[config.mk]
export PLATFORM = sky130hd
export DESIGN_NAME = h14tx_island_scheduler
export DESIGN_NICKNAME = d
export VERILOG_FILES = /design/src/rtl/h14tx_pkg.sv /design/src/rtl/h14tx_rr_arbiter.sv /design/src/rtl/h14tx_island_scheduler.sv
export SDC_FILE = /design/constraint.sdc
export NUM_CORES = 1
export LEC_CHECK = 0
export BUFFER_PORTS_ARGS = -buffer_cell sky130_fd_sc_hd__buf_2
export CORE_ASPECT_RATIO = 0.9
export CORE_UTILIZATION = 40
export CTS_CLUSTER_DIAMETER = 60
export CTS_CLUSTER_SIZE = 30
export DETAILED_ROUTE_END_ITERATION = 12
export SETUP_SLACK_MARGIN = 0.3
export SLEW_MARGIN = 20
export SYNTH_ARGS = -nofsm -noshare
export SYNTH_HDL_FRONTEND = slang
export SYNTH_SLANG_ARGS = --single-unit
[constraint.sdc]
create_clock -name clk -period 4 [get_ports clk]
set_input_delay 1.2 -clock clk [delete_from_list [all_inputs] [get_ports clk]]
set_output_delay 1.2 -clock clk [all_outputs]
set_load 0.02 [all_outputs]
[src/rtl/h14tx_pkg.sv]
// rtl/h14tx_pkg.sv - period codes, island FSM states and data-island timing constants
package h14tx_pkg;

  typedef enum logic [2:0] {
    Control       = 3'd0,
    VideoActive   = 3'd1,
    VideoPreamble = 3'd2,
    VideoGuard    = 3'd3,
    DataPreamble  = 3'd4,
    DataGuard     = 3'd5,
    DataActive    = 3'd6
  } period_t;

  typedef enum logic [2:0] {
    StIdle,
    StPreamble,
    StLeadGuard,
    StPacket,
    StTrailGuard
  } island_state_t;

  localparam int IslandPreambleLen = 8;
  localparam int IslandGuardLen    = 2;
  localparam int PacketLen         = 32;

endpackage

[src/rtl/h14tx_rr_arbiter.sv]
// rtl/h14tx_rr_arbiter.sv - combinational round-robin search starting at ptr, one-hot grant
module h14tx_rr_arbiter #(
  parameter int NumReq = 4,
  parameter int SelW   = (NumReq > 1) ? $clog2(NumReq) : 1
) (
  input  logic [SelW-1:0]   ptr,
  input  logic [NumReq-1:0] req,
  output logic [NumReq-1:0] grant
);

  logic [2*NumReq-1:0] reqRot;
  logic [2*NumReq-1:0] grantUnrot;
  logic [NumReq-1:0]   grantRot;
  logic                found;

  // Rotate so that index ptr sits at bit 0, pick the lowest set bit, rotate back.
  always_comb begin
    reqRot   = {req, req} >> ptr;
    grantRot = '0;
    found    = 1'b0;
    for (int i = 0; i < NumReq; i++) begin
      if (!found && reqRot[i]) begin
        grantRot[i] = 1'b1;
        found       = 1'b1;
      end
    end
    grantUnrot = {grantRot, grantRot} << ptr;
    grant      = grantUnrot[2*NumReq-1:NumReq];
  end

endmodule

[src/rtl/h14tx_island_scheduler.sv]
// rtl/h14tx_island_scheduler.sv - data-island sequencer and packet slot arbiter in horizontal blanking
// Optional: H14TX_ISLAND_VBLANK_ONLY_EN restricts islands to vertical-blanking lines.
module h14tx_island_scheduler
  import h14tx_pkg::*;
#(
  parameter int BitWidth     = 11,
  parameter int BitHeight    = 10,
  parameter int FrameWidth   = 1650,
  parameter int FrameHeight  = 750,
  parameter int ActiveWidth  = 1280,
  parameter int ActiveHeight = 720,
  parameter int NumReq       = 4,
  parameter int MaxPackets   = 18,
  parameter int ControlGap   = 4,
  localparam int SelW        = (NumReq > 1) ? $clog2(NumReq) : 1
) (
  input  logic                 clk,
  input  logic                 rst,
  input  logic [BitWidth-1:0]  x,
  input  logic [BitHeight-1:0] y,
  input  logic [NumReq-1:0]    req,
  output logic [NumReq-1:0]    grant,
  output period_t              island,
  output logic [SelW-1:0]      pkt_sel,
  output logic [4:0]           pkt_word
);

  localparam int IslandStart = ActiveWidth + ControlGap;
  localparam int IslandLimit = FrameWidth - 10 - ControlGap;
  localparam int SlotLen     = PacketLen + IslandGuardLen;
  localparam bit StartFits   = (IslandStart + IslandPreambleLen + IslandGuardLen + SlotLen) <= IslandLimit;
`ifdef H14TX_ISLAND_VBLANK_ONLY_EN
  localparam bit VblankOnly  = 1'b1;
`else
  localparam bit VblankOnly  = 1'b0;
`endif

  island_state_t     stateQ, stateD;
  logic [4:0]        cntQ, cntD;
  logic [4:0]        pktCntQ, pktCntD;
  logic [SelW-1:0]   ownerQ, ownerD;
  logic [SelW-1:0]   ptrQ, ptrD;
  logic [NumReq-1:0] arbGrant;
  logic [SelW-1:0]   arbIdx;
  logic              lineOk, startOk, slotOk;
  period_t           islandD;
  logic [NumReq-1:0] grantD;
  logic [4:0]        wordD;

  h14tx_rr_arbiter #(
    .NumReq (NumReq),
    .SelW   (SelW)
  ) u_arb (
    .ptr   (ptrQ),
    .req   (req),
    .grant (arbGrant)
  );

  always_comb begin
    arbIdx = '0;
    for (int i = 0; i < NumReq; i++) begin
      if (arbGrant[i]) arbIdx = SelW'(i);
    end
  end

  assign lineOk  = (int'(y) < FrameHeight) && (!VblankOnly || int'(y) >= ActiveHeight);
  assign startOk = StartFits && lineOk && (req != '0) && (int'(x) == IslandStart - 1);
  // x + 1 is where word 0 of the would-be packet lands; it plus its trail guard must fit.
  assign slotOk  = (req != '0) && (int'(pktCntQ) < MaxPackets)
                && (int'(x) + 1 + SlotLen <= IslandLimit);

  always_comb begin
    stateD  = stateQ;
    cntD    = cntQ + 5'd1;
    pktCntD = pktCntQ;
    ownerD  = ownerQ;
    ptrD    = ptrQ;
    unique case (stateQ)
      StIdle: begin
        cntD    = '0;
        pktCntD = '0;
        if (startOk) stateD = StPreamble;
      end
      StPreamble: begin
        if (int'(cntQ) == IslandPreambleLen - 1) begin
          stateD = StLeadGuard;
          cntD   = '0;
        end
      end
      StLeadGuard, StPacket: begin
        if ((stateQ == StLeadGuard && int'(cntQ) == IslandGuardLen - 1) ||
            (stateQ == StPacket && int'(cntQ) == PacketLen - 1)) begin
          cntD = '0;
          if (slotOk) begin
            stateD  = StPacket;
            ownerD  = arbIdx;
            ptrD    = (arbIdx == SelW'(NumReq - 1)) ? '0 : arbIdx + SelW'(1);
            pktCntD = pktCntQ + 5'd1;
          end else begin
            stateD = StTrailGuard;
          end
        end
      end
      StTrailGuard: begin
        if (int'(cntQ) == IslandGuardLen - 1) begin
          stateD = StIdle;
          cntD   = '0;
        end
      end
      default: begin
        stateD = StIdle;
        cntD   = '0;
      end
    endcase
  end

  always_comb begin
    islandD = Control;
    grantD  = '0;
    wordD   = '0;
    unique case (stateQ)
      StPreamble:                islandD = DataPreamble;
      StLeadGuard, StTrailGuard: islandD = DataGuard;
      StPacket: begin
        islandD = DataActive;
        wordD   = cntQ;
        if (cntQ == 5'd0) grantD = NumReq'(1) << ownerQ;
      end
      default:                   islandD = Control;
    endcase
  end

  always_ff @(posedge clk) begin
    if (rst) begin
      stateQ   <= StIdle;
      cntQ     <= '0;
      pktCntQ  <= '0;
      ownerQ   <= '0;
      ptrQ     <= '0;
      island   <= Control;
      grant    <= '0;
      pkt_sel  <= '0;
      pkt_word <= '0;
    end else begin
      stateQ   <= stateD;
      cntQ     <= cntD;
      pktCntQ  <= pktCntD;
      ownerQ   <= ownerD;
      ptrQ     <= ptrD;
      island   <= islandD;
      grant    <= grantD;
      pkt_sel  <= ownerQ;
      pkt_word <= wordD;
    end
  end

endmodule
==> results.cfg, run 1 <==
[run]
drv_cap = 0

[clocking]
clock_latency_ns = 0.28
cts_resized = 0
cts_root_buffer = clkbuf_8
cts-buffers-inserted = 5
cts.sinks = 31
tritoncts = built
cts_hold_buf = 0
htreeDepth = 2
clockBufferDepth = 2
clkSlewWorstSetupHoldPaths_ns = 0.06
post_cts_buffers = 0

[power_and_ir_drop]
clockPowerShare_pct = 41.8
combPwrFrac_pct = 5.8
peakVddDrop_uv = 121
p_int_w = 0.000459
netSwitchingFraction_pct = 21.9
power.density_nw_per_um2 = 318
power_switching_w = 0.000129
seqPwrFrac_pct = 52.5
leakage_nw = 0.789

[floorplan]
initial_core_util_pct = 41.8
die-area_um2 = 4130
fp-row-count = 21
die_w_um = 67.6
core_um2 = 3700
ios = 41
die_height_um = 61.0

[worst_setup_path]
crit_chain = buf_2 -> or4_4 -> o41ai_4 -> and4_1 -> a41oi_2 -> a311oi_1
r2r_cells = 6
crit_start = x[2]
worst-setup-path-type = in2reg
cp.required_ns = 4.18
crit_end = pktCntQ[3]$_SDFFE_PP0P_
crit_family = simple AND/OR/NAND/NOR gates
worstSetupStartpointType = input port
cp_num_buf_inv = 1
ff2ff_setup_slack_ns = 1.71
worst_ep_arrival_time_ns = 3.11
cpPeakStageDelay_ns = 0.54
reg2reg_to = pktCntQ[3]$_SDFFE_PP0P_
path_max_fanout = 6
cp-end-kind = flip-flop
timing.rr.start = cntQ[0]$_SDFF_PP0_
crit_slowest_cell = or4_4
crit_cells = 6

[routing]
drt-vias-per-instance = 5.59
wl_per_cell_um = 13.3
dr.pass1.iters = 4
vias = 1437
drc = 0
drt_wl_total_um = 3410
drt-initial-drc-count = 95
antenna_left = 0

[logic_synthesis]
yosys_register_bits = 31
syn_area_per_cell_um2 = 8.95
synth.area.top_cells = dfxtp_1 40%, ha_1 4.0%, nor3_1 3.2%
ys.warnings.count = 0
synth-seq-area-share_pct = 40.1
ys_top_cells_by_count = 31 x dfxtp_1, 12 x nand2_1, 10 x inv_1, 10 x nor2_1, 10 x nor3_1
synth_fp_nets = 205
ys.flop_type = dfxtp_1
yosys.cell_count.top_type = dfxtp_1
syn-cell-area_um2 = 1550
synth_edf_count = 0
netlist_instances = 173
yosys.area.top_type = dfxtp_1
synth_cell_types = 53
yosys.area.top_type_share_pct = 40.1
async_reset_ff_share_pct = 0

[timing]
max_freq_mhz = 341
slew_headroom_pct = 63.8
fin_setup_tns_ns = 0
fin_hold_ws_ns = 0.464
setup_ws_ns = 1.07
rsz0062_at_grt = no
tightestPinTransition_ns = 0.535
skew_ns = 0.00421
setup_viol = 0
hold_viol = 0
fin_crit_sh_pct = 73.3
drv_slew = 0
min_period_ns = 2.93

[global_route]
grt.total_usage_pct = 17.5
grt_pass1_vias = 1206
grt_max_degree = 19
grt_pass1_wl_um = 5280
antenna_found_initial = 0
grt.overflow.total = 0

[finish]
final_nets = 243
final_cells = 257
syn2layout_area_growth_pct = 19.3
fin_util_pct = 49.9
layout-drive-gt1-share_pct = 27.5
antenna_cells = 0

[placement]
place.detailed.hpwl_um = 2530
port_buffers = 39
gp_congestion = 0.874
place_ws_ns = 0.836
placed_cells = 250

[outcome]
status = completed

[hold_path]
hold_class = reg2reg
-- worst min path at each step --
stage	start	endpoint	slack, ns	cells after the start
after floorplan	ownerQ[1]$_SDFFE_PP0P_	grant[0]$_SDFF_PP0_	0.42	1
after global placement	ownerQ[1]$_SDFFE_PP0P_	grant[1]$_SDFF_PP0_	0.45	1
after detailed placement	pktCntQ[4]$_SDFFE_PP0P_	pktCntQ[4]$_SDFFE_PP0P_	0.45	2
after CTS	pktCntQ[4]$_SDFFE_PP0P_	pktCntQ[4]$_SDFFE_PP0P_	0.46	2
after global routing	pktCntQ[4]$_SDFFE_PP0P_	pktCntQ[4]$_SDFFE_PP0P_	0.49	2
final	ownerQ[1]$_SDFFE_PP0P_	grant[1]$_SDFF_PP0_	0.46	1
-- worst reg2reg max path, stage by stage (launching register included) --
cell,delay [ns]
dfxtp_1,0.41
ha_1,0.19
or4b_4,0.49
o21ai_0,0.27
and4_1,0.40
a41oi_2,0.15
a311oi_1,0.27
-- flip-flops by register name, summed over array words and instances (netlist names) --
| register | cells |
|---|---|
| pkt_word | 5 |
| cntQ | 5 |
| pktCntQ | 5 |
| stateQ | 3 |
| island | 3 |
| pkt_sel | 2 |
| ptrQ | 2 |
| ownerQ | 2 |
| grant | 4 |
-- metal layers --
layer	GRT usage (%)	part of all wire (%)	vias up
met4	6.99	1.1	0
met3	5.74	6.9	5
met1	21.5	46	665
li1	-	-	716
met5	0	0	-
met2	28.4	46	51
-- power groups by stage --
stage	registers, W	clock network, W	logic (W)
after floorplan	0.000316	0	0.0000150
after global placement	0.000316	0	0.0000323
after CTS	0.000309	0.000252	0.0000339
after detailed placement	0.000316	0	0.0000337
final	0.000309	0.000246	0.0000339
after global routing	0.000308	0.000265	0.0000373
-- cell families after synthesis --
group / synth area share, %
simple gates: 26.5
xor+xnor: 1.70
fa+ha+maj: 4.04
compound gates: 20.6
flops: 40.1
buf+inv: 5.09
mux: 2.02
-- cells in the final DEF, fill, tap and decap left out, types with 3 or more instances in the layout --
cell,netlist,layout
o221ai_1,3,3
a21oi_1,7,7
or2_2,3,3
nor4_1,4,4
buf_2,0,39
nor2_1,10,10
ha_1,5,5
clkbuf_8,0,6
nand2_1,12,12
nor3_1,10,10
inv_1,10,10
and3_1,4,4
and2_1,5,5
o21ai_0,6,6
dfxtp_1,31,31
nand3_1,8,8
-- final cells by class --
class	count	area, um^2
Clock buffer	6	82.6
Clock inverter	1	5.00
Fill cell	339	1860
Inverter	10	37.5
Multi-Input combinational cell	124	850
Sequential cell	31	621
Tap cell	46	57.6
Timing Repair Buffer	39	195
-- per-stage QoR --
step / total power [W] / instance area (um^2)
floorplan: 0.000331 / 1550
global placement: 0.000348 / 1760
detailed placement: 0.000349 / 1760
CTS: 0.000595 / 1850
global route: 0.000611 / 1850
finish: 0.000588 / 1850
Note: power is estimated with default switching activity, not from simulation.
==> run 2, diff against run 1 <==
clock period = 2.9 ns   (was 4 ns; I/O delays follow)
==> run 2 against run 1 <==
Against the previous run:
- non-clock buffer count grew 2
- clock power increased by 36%
- largest cell class unchanged
- critical path depth up 1
- power rose by 37%
- via count grew 0.35%
- global-route usage increased by 0.99 points
- worst setup slack lost 0.71 ns
- cell count grew 0.78%
- flip-flop and latch count stayed put
- clock skew about the same
==> results.cfg, run 2 (synthesis gave the netlist of run 1 again) <==
[outcome]
status = completed

[global_route]
grt_pass1_vias = 1276
grt_pass1_wl_um = 5660
grt.total_usage_pct = 18.5
grt_max_degree = 19
busiest_layer = met2
antenna_found_initial = 0
grt_use_met3_pct = 5.19
use_met2_pct = 27.6
grt.overflow.total = 0
use_met1_pct = 24.7

[worst_setup_path]
worstSetupStartpointType = input port
cp_num_buf_inv = 2
cp-end-kind = flip-flop
crit_slowest_cell = or4_4
cp.required_ns = 3.07
crit_chain = buf_2 -> or4_4 -> o41ai_4 -> buf_4 -> nand4_2 -> or3_4 -> o211a_1
crit_start = x[2]
path_max_fanout = 6
worst_ep_arrival_time_ns = 2.71
crit_family = simple AND/OR/NAND/NOR gates
cpPeakStageDelay_ns = 0.54
timing.rr.start = cntQ[0]$_SDFF_PP0_
worst-setup-path-type = in2reg

[clocking]
cts-buffers-inserted = 5
clock_latency_ns = 0.28
htreeDepth = 2
clkSlewWorstSetupHoldPaths_ns = 0.06
clockBufferDepth = 2
tritoncts = built
cts_root_buffer = clkbuf_8
cts_hold_buf = 0
cts.sinks = 31

[timing]
fin_crit_sh_pct = 87.5
max_freq_mhz = 394
slew_headroom_pct = 62.9
setup_ws_ns = 0.361
hold_viol = 0
drv_slew = 0
rsz0062_at_grt = yes
fin_hold_ws_ns = 0.458
tightestPinTransition_ns = 0.549
skew_ns = 0.00405
min_period_ns = 2.54
fin_setup_tns_ns = 0
setup_viol = 0

[placement]
gp_congestion = 0.869
port_buffers = 39
place.detailed.hpwl_um = 2520
placed_cells = 251
place_ws_ns = 0.0674

[finish]
n_fill_cell = 350
syn2layout_area_growth_pct = 20.7
mostFrequentLayoutCells = 39 x buf_2, 31 x dfxtp_1, 12 x nand2_1
top_regs = cntQ: 5 flops, pktCntQ: 5 flops, pkt_word: 5 flops
antenna_cells = 0
final_nets = 245
layout_commonest_cell = buf_2
multiInputGateArea_um2 = 856
seqCellArea_um2 = 621
final_cells = 259
layout-drive-gt1-share_pct = 29.1

[routing]
dr.pass1.iters = 4
drt-initial-drc-count = 70
drc = 0
antenna_left = 0
vias = 1442
wl_per_cell_um = 13.0
drt-vias-per-instance = 5.57
drt_wl_total_um = 3360

[power_and_ir_drop]
peakVddDrop_uv = 145
leakage_nw = 0.801
power.density_nw_per_um2 = 433
p_total_w = 0.000809

[floorplan]
ios = 41
fp-row-count = 21
core_um2 = 3700
die_w_um = 67.6
die-area_um2 = 4130
initial_core_util_pct = 41.8
die_height_um = 61.0

[hold_path]
hold_start = pktCntQ[4]$_SDFFE_PP0P_
hold_class = reg2reg

[run]
drv_cap = 0
==> run 2: cell types whose count changed in the layout (fill, tap and decap cells not counted) <==
cell and change:
and4_1 -1, buf_4 +2, or3_1 -1, or3_4 +1, and4_2 +1
==> run 2: final timing paths <==
check                                                to  slack, ns  depth (start not counted)
worst min register to register  pktCntQ[4]$_SDFFE_PP0P_       0.46                          2
worst min-delay path            pktCntQ[4]$_SDFFE_PP0P_       0.46                          2
worst max-delay path             ownerQ[0]$_SDFFE_PP0P_       0.36                          7
worst max register to register   ownerQ[0]$_SDFFE_PP0P_       0.63                          6
==> run 2: tightest hold or removal path: cells and delay by family (launching register included) <==
family	cells	cell delay (ns)
AO/OA/AOI/OAI	1	0.05
AND/OR/NAND/NOR	1	0.05
flip-flops	1	0.31
==> run 2: metrics by stage <==
stage | area (um^2) | util [%]
2_1_floorplan | 1550 | -
3_3_place_gp | 1770 | 47.7
3_5_place_dp | 1770 | 47.7
4_1_cts | 1860 | 50.1
5_1_grt | 1870 | 50.5
6_report | 1870 | 50.5
==> run 2: report_power, final <==
part | leakage (nW) | internal (W) | switching [W]
clock | 0.0470 | 0.000186 | 0.000149
combinational | 0.504 | 0.0000230 | 0.0000253
sequential | 0.250 | 0.000426 | 0.0000000127
==> run 2: final cells by class <==
cell class | instances | area share (%)
multi-input combinational | 124 | 45.8
sequential | 31 | 33.2
timing repair buffer | 41 | 11.2
clock buffer | 6 | 4.42
tap | 46 | 3.08
inverter | 10 | 2.01
clock inverter | 1 | 0.268
==> run 2: layer usage <==
metal  share of wire (%)  vias up
li1                    -      720
met1                  47      657
met2                  45       59
met3                 6.3        6
met4                 1.6        0
met5                   0        -
==> run 2: what timing repair did <==
item / in CTS / in global routing
buffers inserted: 0 / 1
gates resized for setup: 0 / 2
endpoints found under the setup margin: 0 / 4
==> run 3, diff against run 2 <==
CORE_UTILIZATION = 25   (was 40)
MAX_ROUTING_LAYER = met4   (was not set)
==> run 3 against run 2 <==
Against the previous run:
- maximum frequency increased by 3.5%
- power shrank 1.4%
- register-to-register slack got worse by 0.04 ns
- global-route usage is 6.4 points lower
- clock skew decreased by 0.0010 ns
- critical path type unchanged
- largest cell class unchanged
- largest power group unchanged
- the flow now finishes with violations (design-rule violations)
==> results.cfg, run 3 (synthesis gave the netlist of run 1 again) <==
[finish]
seqCellArea_um2 = 621
syn2layout_area_growth_pct = 22.5
n_fill_cell = 612
mostFrequentLayoutCells = 39 x buf_2, 31 x dfxtp_1, 12 x nand2_1
layout-drive-gt1-share_pct = 29.4
antenna_cells = 0
final_nets = 245
top_regs = cntQ: 5 flops, pktCntQ: 5 flops, pkt_word: 5 flops
multiInputGateArea_um2 = 857
layout_commonest_cell = buf_2

[global_route]
grt.overflow.total = 0
antenna_found_initial = 0
grt.total_usage_pct = 12.0
grt_pass1_vias = 1334
grt_pass1_wl_um = 6000
grt_max_degree = 19

[routing]
wl_per_cell_um = 12.2
drc = 3
dr.pass1.iters = 8
drt-initial-drc-count = 114
drt_wl_total_um = 3450
antenna_left = 0
drt-vias-per-instance = 5.03
vias = 1428

[worst_setup_path]
worstSetupStartpointType = input port
worst_ep_arrival_time_ns = 2.63
worst-setup-path-type = in2reg
cp-end-kind = flip-flop
path_max_fanout = 5
cp_num_buf_inv = 1
crit_slowest_cell = or4_4
crit_family = simple AND/OR/NAND/NOR gates
cpPeakStageDelay_ns = 0.55
cp.required_ns = 3.08
ff2ff_setup_slack_ns = 0.59
crit_chain = buf_2 -> or4_4 -> o41ai_4 -> nand4_2 -> or3_1 -> o211a_1

[clocking]
clkSlewWorstSetupHoldPaths_ns = 0.06
tritoncts = built
cts-buffers-inserted = 5
cts_hold_buf = 0
clockBufferDepth = 2
htreeDepth = 2
cts_resized = 0
clock_latency_ns = 0.29
cts_root_buffer = clkbuf_8
cts.sinks = 31
post_cts_buffers = 0

[timing]
tightestPinTransition_ns = 0.619
fin_hold_ws_ns = 0.454
rsz0062_at_grt = no
fin_setup_tns_ns = 0
slew_headroom_pct = 58.2
max_freq_mhz = 408
min_period_ns = 2.45
skew_ns = 0.00305
drv_slew = 0
hold_viol = 0
fin_crit_sh_pct = 84.6
setup_ws_ns = 0.448
setup_viol = 0

[hold_path]
hold_class = reg2reg

[floorplan]
die_height_um = 76.7
core_um2 = 5820
fp-row-count = 26
ios = 41
initial_core_util_pct = 26.6
die-area_um2 = 6520
die_w_um = 85.0

[placement]
place.detailed.hpwl_um = 2540
place_ws_ns = 0.120
port_buffers = 39
gp_congestion = 0.805

[power_and_ir_drop]
peakVddDrop_uv = 126
leakage_nw = 0.800
clockPowerShare_pct = 40.5
netSwitchingFraction_pct = 23.2
p_int_w = 0.000612
combPwrFrac_pct = 6.1
power_switching_w = 0.000185
seqPwrFrac_pct = 53.4
power.density_nw_per_um2 = 420

[run]
drv_cap = 0

[outcome]
violations = design-rule violations
status = finished with violations
-- run 3: cell types whose count changed in the layout (fill, tap and decap cells not counted) --
cell and change:
clkinv_2 +2, o221ai_1 -1, or3_4 -1, or3_1 +1, o221ai_2 +1, clkbuf_8 -1
-- run 3: final cells by class --
type / instances / share of cell area [%]
Clock buffer: 5 / 3.63
Timing Repair Buffer: 41 / 11.1
Clock inverter: 3 / 0.792
Multi-Input combinational cell: 124 / 45.2
Inverter: 10 / 1.98
Sequential cell: 31 / 32.7
Tap cell: 70 / 4.62
-- run 3: final timing paths --
check,from,cells past startpoint,end
hold / removal,ownerQ[1]$_SDFFE_PP0P_,1,grant[1]$_SDFF_PP0_
hold reg to reg,ownerQ[1]$_SDFFE_PP0P_,1,grant[1]$_SDFF_PP0_
setup reg to reg,cntQ[1]$_SDFF_PP0_,7,ownerQ[0]$_SDFFE_PP0P_
setup / recovery,x[2],6,ownerQ[0]$_SDFFE_PP0P_
-- run 3: layer usage --
| metal | track usage [%] | share of wire (%) | routed length [um] |
|---|---|---|---|
| met4 | 7.97 | 3.7 | 129 |
| met1 | 14.5 | 50 | 1720 |
| met3 | 2.69 | 5.8 | 201 |
| met2 | 18.0 | 40 | 1390 |
| met5 | - | 0 | 0 |
-- run 3: worst reg2reg max path, cell delays in order (launching register included) --
cell     delay, ns
dfxtp_1       0.33
inv_1         0.10
ha_1          0.16
or4b_4        0.48
o21ai_0       0.36
nand4_2       0.21
or3_1         0.44
o211a_1       0.14
-- run 3: power groups by stage --
stage	sequential (W)	combinational [W]	clock, W
6_report	0.000426	0.0000488	0.000323
5_1_grt	0.000425	0.0000542	0.000356
4_1_cts	0.000426	0.0000489	0.000336
3_5_place_dp	0.000435	0.0000485	0
3_3_place_gp	0.000435	0.0000478	0
2_1_floorplan	0.000435	0.0000207	0
-- run 3: stage by stage --
step | total power, W | utilization, % | instances | cell area (um^2)
after floorplan | 0.000456 | - | 173 | 1550
after global placement | 0.000483 | 31.0 | 276 | 1810
after detailed placement | 0.000484 | 31.0 | 276 | 1810
final | 0.000797 | 32.6 | 284 | 1900
after global routing | 0.000835 | 32.6 | 284 | 1900
after CTS | 0.000810 | 32.4 | 284 | 1890
